**src/rtl/dmem_access_ctrl.sv**
```systemverilog
`timescale 1ns/1ps
`default_nettype none
// ============================================================================
//  Module      : dmem_access_ctrl
//  Description : Data-memory access sequencer for the MEMORY stage. Turns a
//                load/store into a held bus request, stalls the pipeline
//                until the bus answers (ack, err or timeout), and captures
//                load data for the WRITEBACK stage.
//  Revision    : 1.0 - initial release
// ============================================================================
module dmem_access_ctrl #(
    parameter int TIMEOUT = 16
) (
    input  logic        clk,
    input  logic        reset_n,
    input  logic        MemReadM,
    input  logic        MemWriteM,
    input  logic [31:0] ALUResultM,
    input  logic [31:0] WriteDataM,
    input  logic [3:0]  ByteEnM,
    output logic        bus_req,
    output logic        bus_we,
    output logic [31:0] bus_addr,
    output logic [31:0] bus_wdata,
    output logic [3:0]  bus_be,
    input  logic        bus_ack,
    input  logic        bus_err,
    input  logic [31:0] bus_rdata,
    output logic        StallMem,
    output logic        FlushW,
    output logic [31:0] ReadDataM,
    output logic        AccessFault
);

    typedef enum logic [1:0] {
        ST_IDLE = 2'd0,
        ST_BUS  = 2'd1,
        ST_DONE = 2'd2
    } state_t;

    // Counter value seen in the last permitted BUS cycle.
    localparam logic [7:0] c_cnt_last = 8'(TIMEOUT - 1);

    state_t     r_state;
    logic [7:0] r_cnt;

    logic w_access;
    logic w_timeout;
    logic w_finish;
    logic w_fault;
    logic w_capture;

    // Decode of access start, bus completion and fault conditions.
    always_comb begin
        w_access  = MemReadM | MemWriteM;
        w_timeout = (r_cnt == c_cnt_last);
        w_finish  = bus_ack | bus_err | w_timeout;
        // err beats ack; ack in the timeout cycle beats the timeout.
        w_fault   = bus_err | (w_timeout & ~bus_ack);
        w_capture = bus_ack & ~bus_err & ~bus_we;
    end

    // Stall covers the detection cycle in IDLE and every BUS cycle.
    always_comb begin
        StallMem = ((r_state == ST_IDLE) && w_access) || (r_state == ST_BUS);
        FlushW   = StallMem;
    end

    // Access FSM with registered bus-side outputs, load data and fault pulse.
    always_ff @(posedge clk or negedge reset_n) begin
        if (!reset_n) begin
            r_state     <= ST_IDLE;
            r_cnt       <= 8'd0;
            bus_req     <= 1'b0;
            bus_we      <= 1'b0;
            bus_addr    <= 32'd0;
            bus_wdata   <= 32'd0;
            bus_be      <= 4'd0;
            ReadDataM   <= 32'd0;
            AccessFault <= 1'b0;
        end else begin
            AccessFault <= 1'b0;
            case (r_state)
                ST_IDLE: begin
                    if (w_access) begin
                        // Read+write together is handled as a write.
                        bus_we    <= MemWriteM;
                        bus_addr  <= ALUResultM;
                        bus_wdata <= WriteDataM;
                        bus_be    <= MemWriteM ? ByteEnM : 4'b1111;
                        bus_req   <= 1'b1;
                        r_cnt     <= 8'd0;
                        r_state   <= ST_BUS;
                    end
                end
                ST_BUS: begin
                    r_cnt <= r_cnt + 8'd1;
                    if (w_finish) begin
                        bus_req     <= 1'b0;
                        AccessFault <= w_fault;
                        r_state     <= ST_DONE;
                        if (w_capture) begin
                            ReadDataM <= bus_rdata;
                        end
                    end
                end
                ST_DONE: begin
                    // The instruction still in MEMORY is not re-detected.
                    r_state <= ST_IDLE;
                end
                default: begin
                    bus_req <= 1'b0;
                    r_state <= ST_IDLE;
                end
            endcase
        end
    end

endmodule
`default_nettype wire

```
**config.mk**
```make
export PLATFORM = sky130hd
export DESIGN_NAME = dmem_access_ctrl
export DESIGN_NICKNAME = d
export VERILOG_FILES = /design/src/rtl/dmem_access_ctrl.sv
export SDC_FILE = /design/constraint.sdc
export NUM_CORES = 1
export LEC_CHECK = 0
export BUFFER_PORTS_ARGS = -buffer_cell sky130_fd_sc_hd__buf_2
export CAP_MARGIN = 20
export CORE_ASPECT_RATIO = 0.9
export CORE_MARGIN = 2
export CORE_UTILIZATION = 35
export CTS_CLUSTER_DIAMETER = 100
export DETAILED_ROUTE_END_ITERATION = 16
export SLEW_MARGIN = 30
export SYNTH_ARGS = -nofsm -noshare
export SYNTH_HDL_FRONTEND = slang
export SYNTH_SLANG_ARGS = --single-unit
```
**constraint.sdc**
```tcl
create_clock -name clk -period 4.4 [get_ports clk]
set_input_delay 0 -clock clk [delete_from_list [all_inputs] [get_ports clk]]
set_output_delay 0 -clock clk [all_outputs]
set_load 0.01 [all_outputs]
```
==> impl_metrics.ini <==
[synth]
synth.cell_area_um2 = 4440
synth_compound_area_frac = 0.0214
synth_area_leader_cell = sky130_fd_sc_hd__dfrtp_1
netlist_instances = 411
synth_top_family_by_area = simple AND/OR/NAND/NOR gates
yosysUniqueCellTypes = 27
synth.area.top_cells = sky130_fd_sc_hd__dfrtp_1, sky130_fd_sc_hd__nand2_1, sky130_fd_sc_hd__mux2_4
muxShareOfSynthArea = 0.118
post_synth.cell_area_avg_um2 = 10.8
synthTopCellsByCount = sky130_fd_sc_hd__nand2_1, sky130_fd_sc_hd__dfrtp_1, sky130_fd_sc_hd__mux2_4
synth_enable_flop_cells = 0
adder_and_majority_cell_fraction_of_the_synthesized_area = 0.00282
synthXorXnorAreaFrac = 0
ys_ff_latch = 113
synth.yosys.warnings = 0
yosys.area_share.simple = 0.196
share_of_the_synthesized_area_in_the_top_cell_type = 0.637
synth_nets = 518
synth.most_common_cell = sky130_fd_sc_hd__nand2_1
asyncSetResetFlopFracSynth = 1.00
synth_ff_type = sky130_fd_sc_hd__dfrtp_1
yosysSeqAreaShare = 0.637

[detailed_routing]
dr_total_vias = 4095
drt-total-wl_um = 13000
detail_route.drc_violations = 0
antenna_left = 0
routedWlPerCell_um = 14.4
drt_pre_antenna_iters = 6
detail_route.vias_per_cell = 4.53
drt_iter0_markers = 209

[critical_path]
cp_max_fo = 44
cp.arrival_ps = 2170
crit_path_end_kind = output pin
cp_data_required_time_ps = 4400
crit_chain = dlygate4sd3_1, buf_2, o21ai_4, buf_4, nand2_1, buf_2
setup.worst_path.class = input pin to output pin
critPathLaunchType = input pin
critical_path.most_common_cell = sky130_fd_sc_hd__buf_2
worst_path_max_delay_cell = sky130_fd_sc_hd__o21ai_4
crit_path_max_incr_delay_ps = 580

[global_route]
maximum_number_of_pins_on_one_net_before_global_route_repair = 73
grt_antenna_before_repair = 0
overall_fraction_of_global_route_tracks_in_use = 0.198
first_global_vias = 4310
total_congestion_overflow = 0
wire_length_of_the_first_global_routing_pass_um = 20900

[cells_and_area]
post_route_cells_drive_above_1_share = 0.378
multi_input_area_um2 = 1520
antenna_cells_inserted = 0
finalInstanceArea_um2 = 7310
nets_final = 834
layout.cells.non_filler = 903
area.sequential_um2 = 2830
synthToLayoutAreaGrowth_pct = 64.7
final.fill_count = 988

[clock_tree]
clock_latency_on_the_worst_skew_pair_ps = 410
numClockSinks = 113
cts_htree_levels = 4
clk_root_buffer_cell = sky130_fd_sc_hd__clkbuf_16
cts-resized-gates = 0
ctsLongestPathBuffers = 2
cts_setup_buffers = 0
tritoncts = done
numCtsBuffers = 17
post_cts_hold_buffer_count = 105
clock_slew_seen_by_the_registers_of_the_worst_setup_and_hold_paths_ps = 50

[floorplan]
row_count = 39
floorplan.io_pins = 211
start_util = 0.354
placeableCoreArea_um2 = 12500
die_area_um2 = 13600
die-width_um = 123
die_height_um = 111

[sta]
setup_viol = 0
final-max-slew-violation-count = 0
clock.fmax_mhz = 462
post-route-min-period_ps = 2170
timing_hold_violations_final = 0
post-route-period-util = 0.492
worst_slew_pin_slew_ps = 745
slew-limit-headroom = 0.501
unrepaired_setup_endpoints_after_global_routing = no
post-route-worst-setup-slack_ps = 2230
final.setup.tns_ps = 0
final.setup_skew_ps = 4.89

[power_and_ir_drop]
irDropWorstVdd_mv = 0.415
static-leakage-power_nw = 4.00
cellPowerDensity_nw_per_um2 = 692
total_power_mw = 5.06

[run_status]
outcome = finished, final reports clean

[place]
dpl.cell_count = 767
dp_hpwl_um = 7800
place_congestion = 0.769
buffer_ports.inserted = 210
place_worst_setup_slack_ps = 2000
postPlaceCellArea_um2 = 5630

[min_path]
hp-class = input pin to flop

[run]
cap_violations = 0
## registers in the layout, indices dropped and copies added (netlist names)
name	cells
AccessFault	1
ReadDataM	32
bus_addr	32
bus_be	4
bus_req	1
bus_wdata	32
bus_we	1
r_cnt	8
r_state	2
## kinds of logic (layout without fill, tap and decap cells)
logic type      count (synthesis)  after routing
compound gates                 14             14
fa+ha+maj                       1              1
buf+inv                        22            350
flops                         113            113
mux                            37             37
simple gates                  224            224
## placed cells by master (no fill, tap or decap), types with 2 or more instances in the layout
cell type                       synthesis  layout
sky130_fd_sc_hd__clkbuf_8               0       3
sky130_fd_sc_hd__clkinvlp_4             0       2
sky130_fd_sc_hd__mux2_2                 2       2
sky130_fd_sc_hd__a21oi_1                3       3
sky130_fd_sc_hd__and3_1                 2       2
sky130_fd_sc_hd__nand2_1              205     205
sky130_fd_sc_hd__mux2i_1                5       5
sky130_fd_sc_hd__mux2_4                30      30
sky130_fd_sc_hd__o22a_1                 4       4
sky130_fd_sc_hd__nand3_1                5       5
sky130_fd_sc_hd__dlygate4sd3_1          0     105
sky130_fd_sc_hd__o21ai_0                3       3
sky130_fd_sc_hd__dfrtp_1              113     113
sky130_fd_sc_hd__bufinv_16              0       4
sky130_fd_sc_hd__buf_2                  1     209
sky130_fd_sc_hd__clkinv_2               0       5
sky130_fd_sc_hd__buf_4                  1       3
sky130_fd_sc_hd__nor2_1                 6       6
sky130_fd_sc_hd__clkbuf_16              0      17
## cell type report
class                      instances  area share
sequential                       113       0.387
timing repair buffer             318       0.292
multi-input combinational        276       0.207
clock buffer                      20      0.0638
tap                              164      0.0281
clock inverter                    11      0.0219
inverter                           1    0.000514
## final timing paths
path / startpoint / to / slack, ps / cells past startpoint
min in group asynchronous: reset_n / ReadDataM[30]$_DFFE_PN0P_ / 180 / 2
max: MemReadM / FlushW / 2230 / 6
min: MemWriteM / bus_we$_DFFE_PN0P_ / 20 / 3
min reg2reg: bus_addr[14]$_DFFE_PN0P_ / bus_addr[14]$_DFFE_PN0P_ / 460 / 2
max reg2reg: r_state[0]$_DFFE_PN0P_ / bus_addr[17]$_DFFE_PN0P_ / 2250 / 5
max in group asynchronous: reset_n / bus_wdata[26]$_DFFE_PN0P_ / 3200 / 3
## power by group
part           internal [mW]  total [mW]  switching (mW)  leakage (nW)
clock                  0.983        1.44           0.462         0.307
combinational          0.817        1.82            1.01          2.30
sequential              1.52        1.79           0.271          1.39
total                   3.32        5.06            1.74          4.00
## per-layer routing
| metal | GRT usage | share of wire | vias up |
|---|---|---|---|
| met5 | 0 | 0 | - |
| met4 | 0.0904 | 0.025 | 0 |
| met3 | 0.0674 | 0.083 | 28 |
| met2 | 0.338 | 0.49 | 176 |
| met1 | 0.219 | 0.40 | 1947 |
| li1 | - | - | 1944 |
## per-stage QoR
stage | hold WS (ps) | util
after global routing | 44.1 | 0.583
after CTS | 13.0 | 0.582
final | 20.2 | 0.583
after detailed placement | 190 | 0.449
after floorplan | -296 | -
after global placement | 180 | 0.449
## critical path: cells and delay by family
kind,cells,cell delay [ps]
AO/OA/AOI/OAI,1,580
AND/OR/NAND/NOR,1,150
buffers and inverters,4,1390
Power figures use the tool's default switching activity.
